## config.mk

```make
export PLATFORM = sky130hd
export DESIGN_NAME = ters_kuantalama
export DESIGN_NICKNAME = d
export VERILOG_FILES = /design/src/rtl/kuantalama_pkg.sv /design/src/rtl/ters_kuantalama_tablo.sv /design/src/rtl/ters_kuantalama.sv
export SDC_FILE = /design/constraint.sdc
export NUM_CORES = 1
export LEC_CHECK = 0
export ABC_AREA = 1
export CAP_MARGIN = 40
export CELL_PAD_IN_SITES_DETAIL_PLACEMENT = 0
export CELL_PAD_IN_SITES_GLOBAL_PLACEMENT = 1
export CORE_ASPECT_RATIO = 1.1
export CORE_MARGIN = 2
export CORE_UTILIZATION = 44
export CTS_CLUSTER_DIAMETER = 120
export DETAILED_ROUTE_END_ITERATION = 8
export PLACE_DENSITY_LB_ADDON = 0.1
export SYNTH_ARGS = -nofsm -noshare
export SYNTH_HDL_FRONTEND = slang
export SYNTH_HIERARCHICAL = 1
export SYNTH_SLANG_ARGS = --single-unit
```

## constraint.sdc

```tcl
create_clock -name clk_i -period 4.6 [get_ports clk_i]
set_input_delay 0.46 -clock clk_i [delete_from_list [all_inputs] [get_ports clk_i]]
set_output_delay 0.46 -clock clk_i [all_outputs]
set_load 0.005 [all_outputs]
```

## src/rtl/kuantalama_pkg.sv

```systemverilog
// kuantalama_pkg: shared constants for the 8x8 dequantizer -- block size,
// index width and the 64-entry 8-bit luminance quantization table (raster order).
package kuantalama_pkg;
  localparam int BLK_N = 64;
  localparam int IDX_W = 6;
  localparam logic [0:BLK_N-1][7:0] LUMA_Q = {
    8'd16, 8'd11, 8'd10, 8'd16, 8'd24, 8'd40, 8'd51, 8'd61,
    8'd12, 8'd12, 8'd14, 8'd19, 8'd26, 8'd58, 8'd60, 8'd55,
    8'd14, 8'd13, 8'd16, 8'd24, 8'd40, 8'd57, 8'd69, 8'd56,
    8'd14, 8'd17, 8'd22, 8'd29, 8'd51, 8'd87, 8'd80, 8'd62,
    8'd18, 8'd22, 8'd37, 8'd56, 8'd68, 8'd109, 8'd103, 8'd77,
    8'd24, 8'd35, 8'd55, 8'd64, 8'd81, 8'd104, 8'd113, 8'd92,
    8'd49, 8'd64, 8'd78, 8'd87, 8'd103, 8'd121, 8'd120, 8'd101,
    8'd72, 8'd92, 8'd95, 8'd98, 8'd112, 8'd100, 8'd103, 8'd99
  };
endpackage

```

## src/rtl/ters_kuantalama_tablo.sv

```systemverilog
// ters_kuantalama_tablo: registered quantization-table read, one-cycle latency.
// Ports: clk_i/rst_ni clock and async active-low reset; en_i pipeline advance
// (the read register holds while stalled); addr_i 6-bit raster index; q_o 8-bit table value.
module ters_kuantalama_tablo
  import kuantalama_pkg::*;
(
  input  logic             clk_i,
  input  logic             rst_ni,
  input  logic             en_i,
  input  logic [IDX_W-1:0] addr_i,
  output logic [7:0]       q_o
);
  logic [7:0] q_d, q_q;
  always_comb q_d = en_i ? LUMA_Q[addr_i] : q_q;
  always_ff @(posedge clk_i or negedge rst_ni)
    if (!rst_ni) q_q <= '0;
    else         q_q <= q_d;
  assign q_o = q_q;
endmodule

```

## src/rtl/ters_kuantalama.sv

```systemverilog
// ters_kuantalama: two-stage streaming 8x8 dequantizer, m_data = s_data * Q[index].
// Ports: clk_i/rst_ni clock and async active-low reset; s_valid_i/s_ready_o/s_data_i
// input coefficient handshake (raster order); m_valid_o/m_ready_i/m_data_o output
// handshake with m_index_o raster index and m_last_o at index 63; sat_o clip flag.
// Build option: TERS_KUANTALAMA_SAT_EN selects saturating output (else wrap, sat_o=0).
module ters_kuantalama
  import kuantalama_pkg::*;
#(
  parameter int IN_W  = 12,
  parameter int OUT_W = 16
) (
  input  logic                    clk_i,
  input  logic                    rst_ni,
  input  logic                    s_valid_i,
  output logic                    s_ready_o,
  input  logic signed [IN_W-1:0]  s_data_i,
  output logic                    m_valid_o,
  input  logic                    m_ready_i,
  output logic signed [OUT_W-1:0] m_data_o,
  output logic [IDX_W-1:0]        m_index_o,
  output logic                    m_last_o,
  output logic                    sat_o
);
  logic                    en;
  logic [IDX_W-1:0]        idx_d, idx_q, s1_idx_d, s1_idx_q, m_index_d, m_index_q;
  logic                    s1_valid_d, s1_valid_q, m_valid_d, m_valid_q, m_last_d, m_last_q;
  logic signed [IN_W-1:0]  s1_data_d, s1_data_q;
  logic signed [OUT_W-1:0] m_data_d, m_data_q;
  logic signed [IN_W+7:0]  prod;
  logic [7:0]              q_tab;
`ifdef TERS_KUANTALAMA_SAT_EN
  localparam logic signed [IN_W+7:0] P_MAX = (IN_W+8)'((64'sd1 <<< (OUT_W-1)) - 64'sd1);
  localparam logic signed [IN_W+7:0] P_MIN = ~P_MAX;
  logic sat_d, sat_q;
`endif

  assign en = !m_valid_q || m_ready_i;

  // Table address is the index of the coefficient being accepted, so its
  // registered output lines up with stage 1.
  ters_kuantalama_tablo u_tablo (
    .clk_i  (clk_i),
    .rst_ni (rst_ni),
    .en_i   (en),
    .addr_i (idx_q),
    .q_o    (q_tab)
  );

  always_comb begin
    idx_d      = (s_valid_i && en) ? idx_q + 1'b1 : idx_q;
    s1_valid_d = en ? s_valid_i : s1_valid_q;
    s1_data_d  = en ? s_data_i : s1_data_q;
    s1_idx_d   = en ? idx_q : s1_idx_q;
    // Q is zero-extended so it multiplies as an unsigned 8-bit magnitude.
    prod       = $signed((IN_W+8)'(s1_data_q)) * $signed((IN_W+8)'(q_tab));
    m_valid_d  = en ? s1_valid_q : m_valid_q;
    m_index_d  = en ? s1_idx_q : m_index_q;
    m_last_d   = en ? (s1_valid_q && s1_idx_q == IDX_W'(BLK_N-1)) : m_last_q;
`ifdef TERS_KUANTALAMA_SAT_EN
    m_data_d   = !en ? m_data_q : prod > P_MAX ? OUT_W'(P_MAX) : prod < P_MIN ? OUT_W'(P_MIN) : OUT_W'(prod);
    sat_d      = en ? (s1_valid_q && (prod > P_MAX || prod < P_MIN)) : sat_q;
`else
    m_data_d   = en ? OUT_W'(prod) : m_data_q;
`endif
  end

  always_ff @(posedge clk_i or negedge rst_ni)
    if (!rst_ni) begin
      idx_q      <= '0;
      s1_valid_q <= 1'b0;
      s1_data_q  <= '0;
      s1_idx_q   <= '0;
      m_valid_q  <= 1'b0;
      m_data_q   <= '0;
      m_index_q  <= '0;
      m_last_q   <= 1'b0;
`ifdef TERS_KUANTALAMA_SAT_EN
      sat_q      <= 1'b0;
`endif
    end else begin
      idx_q      <= idx_d;
      s1_valid_q <= s1_valid_d;
      s1_data_q  <= s1_data_d;
      s1_idx_q   <= s1_idx_d;
      m_valid_q  <= m_valid_d;
      m_data_q   <= m_data_d;
      m_index_q  <= m_index_d;
      m_last_q   <= m_last_d;
`ifdef TERS_KUANTALAMA_SAT_EN
      sat_q      <= sat_d;
`endif
    end

  assign s_ready_o = en;
  assign m_valid_o = m_valid_q;
  assign m_data_o  = m_data_q;
  assign m_index_o = m_index_q;
  assign m_last_o  = m_last_q;
`ifdef TERS_KUANTALAMA_SAT_EN
  assign sat_o     = sat_q;
`else
  assign sat_o     = 1'b0;
`endif
endmodule

```

### After elaboration in Yosys (flattened, before gate mapping)

Memory sizes are Yosys's and may differ from the RTL's. A register that Yosys moved wholly into a read port is not among the register bits.
Index checks and enable logic that the tools add are counted.

| storage, ports and cells | value |
|---|---|
| bits in registers | 49 |
| memories | 1 |
| ROM bits | 512 |
| output and inout bits | 26 |

| cells by class | value |
|---|---|
| $mul | 1 |
| bitwise operators | 1 |
| eq/ne operators | 1 |
| reductions and logical operators | 5 |
| add/sub/neg operators | 1 |

Memories:

| memory | depth | width | rd ports | clocked after Yosys merged registers in | wr ports | line | source |
|---|---|---|---|---|---|---|---|
| (no name shown) | 64 | 8 | 1 | 1 | 0 | ters_kuantalama_tablo.sv:14 | `always_comb q_d = en_i ? LUMA_Q[addr_i] : q_q;` |

Operators by type and width:

| cell | number |
|---|---|
| $mul 12x9->16 | 1 |
| $not 6->7 | 1 |
| $add 6x1->6 const B | 1 |
| $eq 6x6->1 const B | 1 |
| $logic_and 1x1->1 | 2 |
| $logic_not 1->1 | 2 |
| $logic_or 1x1->1 | 1 |

### Depth between registers and ports, before layout

| logic depth | value |
|---|---|
| depth after elaboration | 3 |
| gate-level depth with buffers | 21 |

### Hierarchy

Netlist, hierarchy kept.

Modules (own cells, without submodules):

| module | times used | seq. area each (sq um) | cells an instance | area each (sq um) |
|---|---|---|---|---|
| ters_kuantalama | 1 | 1226.2 | 656 | 4992.3 |
| ters_kuantalama_tablo | 1 | 175.2 | 184 | 1031.0 |

### Least setup slack after synthesis

OpenSTA, ideal clock, no wires.

| path | value |
|---|---|
| path type | register to register |
| from | register u_tablo.q_q[5], in the netlist u_tablo/q_o[5] |
| to | register m_data_q[15], in the netlist m_data_o[15] |
| stages on the path, launching flop included | 19 |
| data required time | 4483 ps |
| slack | 567 ps |
| period minus slack after synthesis | 4033 ps |
| arrival time | 3916 ps |
| cell sequence | dfrtp_1 clkbuf_1 nand2_1 fa_1 inv_1 fa_1 fa_1 inv_1 fa_1 inv_1 ha_1 inv_1 o21ai_0 a21oi_1 nand3_2 inv_1 nand3_1 nand3_1 nand2_1 |

| on the way | value |
|---|---|
| word-level cells in the longest chain between the ends | 1 |

RTL lines:

| what | line | source |
|---|---|---|
| start, declared | ters_kuantalama_tablo.sv:13 | `logic [7:0] q_d, q_q;` |
| $mul 12x9->16 | ters_kuantalama.sv:55 | `prod = $signed((IN_W+8)'(s1_data_q)) * $signed((IN_W+8)'(q_tab));` |
| end signal, assigned | ters_kuantalama.sv:86 | `m_data_q <= m_data_d;` |
| end, declared | ters_kuantalama.sv:28 | `logic signed [OUT_W-1:0] m_data_d, m_data_q;` |

No other way between the ends.
A chain may end at the register's enable or synchronous reset.

### Worst setup path in the final report

| path | value |
|---|---|
| from | register s1_data_q[3] |
| to | register m_data_q[11], in the netlist m_data_o[11] |

| on the way | value |
|---|---|
| word-level cells in the longest chain between the ends | 1 |

RTL lines:

| what | line | source |
|---|---|---|
| start, declared | ters_kuantalama.sv:27 | `logic signed [IN_W-1:0] s1_data_d, s1_data_q;` |
| start signal, assigned | ters_kuantalama.sv:83 | `s1_data_q <= s1_data_d;` |
| $mul 12x9->16 | ters_kuantalama.sv:55 |  |

No other way between the ends.

==> results.toml <==
[yosys]
area_share_of_the_leading_cell_type_in_the_synthesized_netlist = 0.233
asyncSetResetFlopFracSynth = 1.00
post_synth_main_area_contributors = "sky130_fd_sc_hd__dfrtp_1, sky130_fd_sc_hd__fa_1, sky130_fd_sc_hd__nand2_1, sky130_fd_sc_hd__inv_1, sky130_fd_sc_hd__ha_1"
postSynthAreaPerCell_um2 = 7.17
yosys_most_used_dff = "sky130_fd_sc_hd__dfrtp_1"
syn_inst = 840
synth_sequential_area_ratio = 0.233
postSynthRegisterBits = 56
synthesis.yosys.warnings = 6
number_of_flops_mapped_to_enable_cells_by_yosys = 0
yosys.area.top_type = "sky130_fd_sc_hd__dfrtp_1"
synth.net_count = 955
synthesis.area_um2 = 6020
synth_cell_types = 33

[run]
max-cap-violations = 0

[outcome]
status = "complete, no violations"

[cts]
worst_skew_pair.late_latency_ps = 310
htreeDepth = 2
cts_buffers = 5
cts_max_path_buffers = 2
cts_hold_buffers = 0
tritoncts = "built"
cts_root_buffer = "sky130_fd_sc_hd__clkbuf_16"
cts_num_sinks = 56
post_cts_clock_slew_at_the_launch_and_capture_registers_of_the_worst_setup_and_hold_paths_ps = 80

[grt]
grt.overflow.total = 0
pin_count_of_the_biggest_net_entering_global_routing = 57
grt_pass1_wl_mm = 25.2
number_of_global_route_vias_before_repair = 5111
grt_util_all_layers = 0.218
antenna_found_initial = 0

[setup_path]
timing.setup.critical_path_class = "flop to flop"
critPathLaunchType = "flop"
worst_ep_required_time_ps = 4780
timing.critical_path.to_type = "flop"
cp_data_arrival_time_ps = 4480
ff2ff_path_depth = 16
critical_path.max_fanout = 9

[detailed_routing]
drt_iter0_markers = 192
avgRoutedWirePerCell_um = 14.2
route.detailed.vias_per_inst = 4.83
detail_route.wirelength_mm = 14.8
detailedRoute.firstPassIterationCount = 5
antenna_violating_nets_post_route = 0
route.vias.total = 5021
drc = 0

[timing]
finalHoldViolations = 0
max_slew_margin = 0.508
setup-tns-final_ps = 0
finalSetupViolCount = 0
rsz0062_at_grt = "no"
final-max-slew-violation-count = 0
finalCriticalPeriod_ps = 4300
max_slew.worst_pin.slew_ps = 737
min_period_over_period = 0.934
final.setup_skew_ps = 11.1
final.setup.worst_slack_ps = 303
top_achievable_clock_speed_mhz = 233

[placed_design]
area_post_placement_um2 = 6470
count_of_input_and_output_buffers = 40
place_worst_setup_slack_ps = 246
place.detailed.hpwl_mm = 11.6
routabilityCongestion = 0.899

[floorplan]
initial_utilization = 0.454
standard_cell_core_area_um2 = 13300
dieHeight_um = 127
top_level_ports = 42
rows = 44
floorplan.die.width_um = 116
design.die.area_um2 = 14600

[finish]
filler_cell_count = 1357
diodes = 0
area.growth.synth_to_final_pct = 9.97
layout.nets = 969
postLayoutCellArea_um2 = 6620
final_layout_size_suffix_gt1_frac = 0.0433

[min_path]
worstHoldPathType = "input port to async pin"
## cell usage after synthesis, types with 2 or more instances
library cell / count
sky130_fd_sc_hd__a21oi_1: 26
sky130_fd_sc_hd__a31oi_1: 5
sky130_fd_sc_hd__buf_2: 6
sky130_fd_sc_hd__buf_4: 5
sky130_fd_sc_hd__buf_6: 7
sky130_fd_sc_hd__clkbuf_1: 19
sky130_fd_sc_hd__conb_1: 2
sky130_fd_sc_hd__dfrtp_1: 56
sky130_fd_sc_hd__fa_1: 59
sky130_fd_sc_hd__ha_1: 40
sky130_fd_sc_hd__inv_1: 180
sky130_fd_sc_hd__inv_2: 9
sky130_fd_sc_hd__nand2_1: 275
sky130_fd_sc_hd__nand2_2: 5
sky130_fd_sc_hd__nand2_4: 2
sky130_fd_sc_hd__nand3_1: 47
sky130_fd_sc_hd__nand4_1: 6
sky130_fd_sc_hd__nor2_1: 35
sky130_fd_sc_hd__nor3_1: 3
sky130_fd_sc_hd__o21ai_0: 28
sky130_fd_sc_hd__o21ai_1: 4
sky130_fd_sc_hd__o21bai_1: 2
sky130_fd_sc_hd__xnor2_1: 3
sky130_fd_sc_hd__xor2_1: 7
## worst paths after layout
check	from	endpoint	slack, ps
max in group asynchronous	rst_ni	u_tablo/q_o[5]	3760
min	rst_ni	m_index_o[0]	290
min reg2reg	m_index_o[2]	m_index_o[2]	490
max reg2reg	s1_data_q[3]	m_data_o[11]	300
min in group clk_i	m_index_o[2]	m_index_o[2]	490
max	s1_data_q[3]	m_data_o[11]	300
## layout by cell type, fill, tap and decap left out, types with 3 or more instances in the layout
cell type,count
sky130_fd_sc_hd__nand2_1,275
sky130_fd_sc_hd__inv_1,180
sky130_fd_sc_hd__fa_1,59
sky130_fd_sc_hd__dfrtp_1,53
sky130_fd_sc_hd__nand3_1,47
sky130_fd_sc_hd__ha_1,40
sky130_fd_sc_hd__clkdlybuf4s50_1,39
sky130_fd_sc_hd__nor2_1,35
sky130_fd_sc_hd__o21ai_0,28
sky130_fd_sc_hd__a21oi_1,26
sky130_fd_sc_hd__inv_2,9
sky130_fd_sc_hd__xor2_1,7
sky130_fd_sc_hd__nand4_1,6
sky130_fd_sc_hd__nand2_2,5
sky130_fd_sc_hd__a31oi_1,5
sky130_fd_sc_hd__clkbuf_16,5
sky130_fd_sc_hd__o21ai_1,4
sky130_fd_sc_hd__buf_4,4
sky130_fd_sc_hd__nor3_1,3
sky130_fd_sc_hd__xnor2_1,3
sky130_fd_sc_hd__dfrtp_2,3
## critical path: stages (launching register included)
cell	delay, ps
sky130_fd_sc_hd__dfrtp_1	510
sky130_fd_sc_hd__nand2_1	120
sky130_fd_sc_hd__inv_1	60
sky130_fd_sc_hd__fa_1	570
sky130_fd_sc_hd__inv_1	60
sky130_fd_sc_hd__fa_1	470
sky130_fd_sc_hd__inv_1	50
sky130_fd_sc_hd__fa_1	540
sky130_fd_sc_hd__inv_1	60
sky130_fd_sc_hd__fa_1	530
sky130_fd_sc_hd__inv_1	40
sky130_fd_sc_hd__ha_1	370
sky130_fd_sc_hd__a21oi_1	230
sky130_fd_sc_hd__o21ai_1	110
sky130_fd_sc_hd__a21oi_1	160
sky130_fd_sc_hd__xor2_1	200
sky130_fd_sc_hd__o21ai_0	90
## stage by stage
stage,hold slack [ps],util,instances
floorplan,164,-,840
global placement,463,0.487,1031
detailed placement,468,0.487,1031
CTS,311,0.499,1039
global route,369,0.499,1039
finish,290,0.499,1039
## cells by family (layout without fill, tap and decap cells)
| family | Yosys count | count (layout) | share of synthesized area |
|---|---|---|---|
| flip-flops | 56 | 56 | 0.233 |
| AO/OA/AOI/OAI | 68 | 68 | 0.0604 |
| AND/OR/NAND/NOR | 379 | 379 | 0.258 |
| XOR/XNOR | 10 | 10 | 0.0145 |
| buffers and inverters | 226 | 241 | 0.154 |
| other | 2 | 2 | 0.00125 |
| adder cells (fa/ha/maj) | 99 | 99 | 0.279 |
## flip-flops by register name, summed over array words and instances (netlist names)
name         cells
m_valid_o        1
idx_q            6
s1_valid_q       1
s1_idx_q         6
u_tablo/q_o      7
m_last_o         1
m_index_o        6
m_data_o        16
s1_data_q       12
## final cells by class
type                       instances  area (um2)  share of cell area
sequential                        56        1410               0.212
clock inverter                     3        28.8             0.00434
inverter                         189         709               0.107
tap                              184         230              0.0348
timing repair buffer              44         425              0.0642
multi-input combinational        558        3700               0.559
clock buffer                       5         125              0.0189
## metal layers
layer  up-vias  global-route usage  routed length (um)  share of wire
met5         -                   0                   0              0
met4         0              0.0716                 336          0.023
met3        23              0.0229                 458          0.031
met2        83               0.359                7150           0.48
met1      2405               0.299                6850           0.46
li1       2510                   -                   -              -
## what timing repair did
action                     CTS  global route
gates resized for setup      0             3
setup buffers                0             0
setup endpoints to repair    0             1
Power is not shown: default switching activity piles up to over one toggle a cycle in this logic, so the estimate is an artifact.
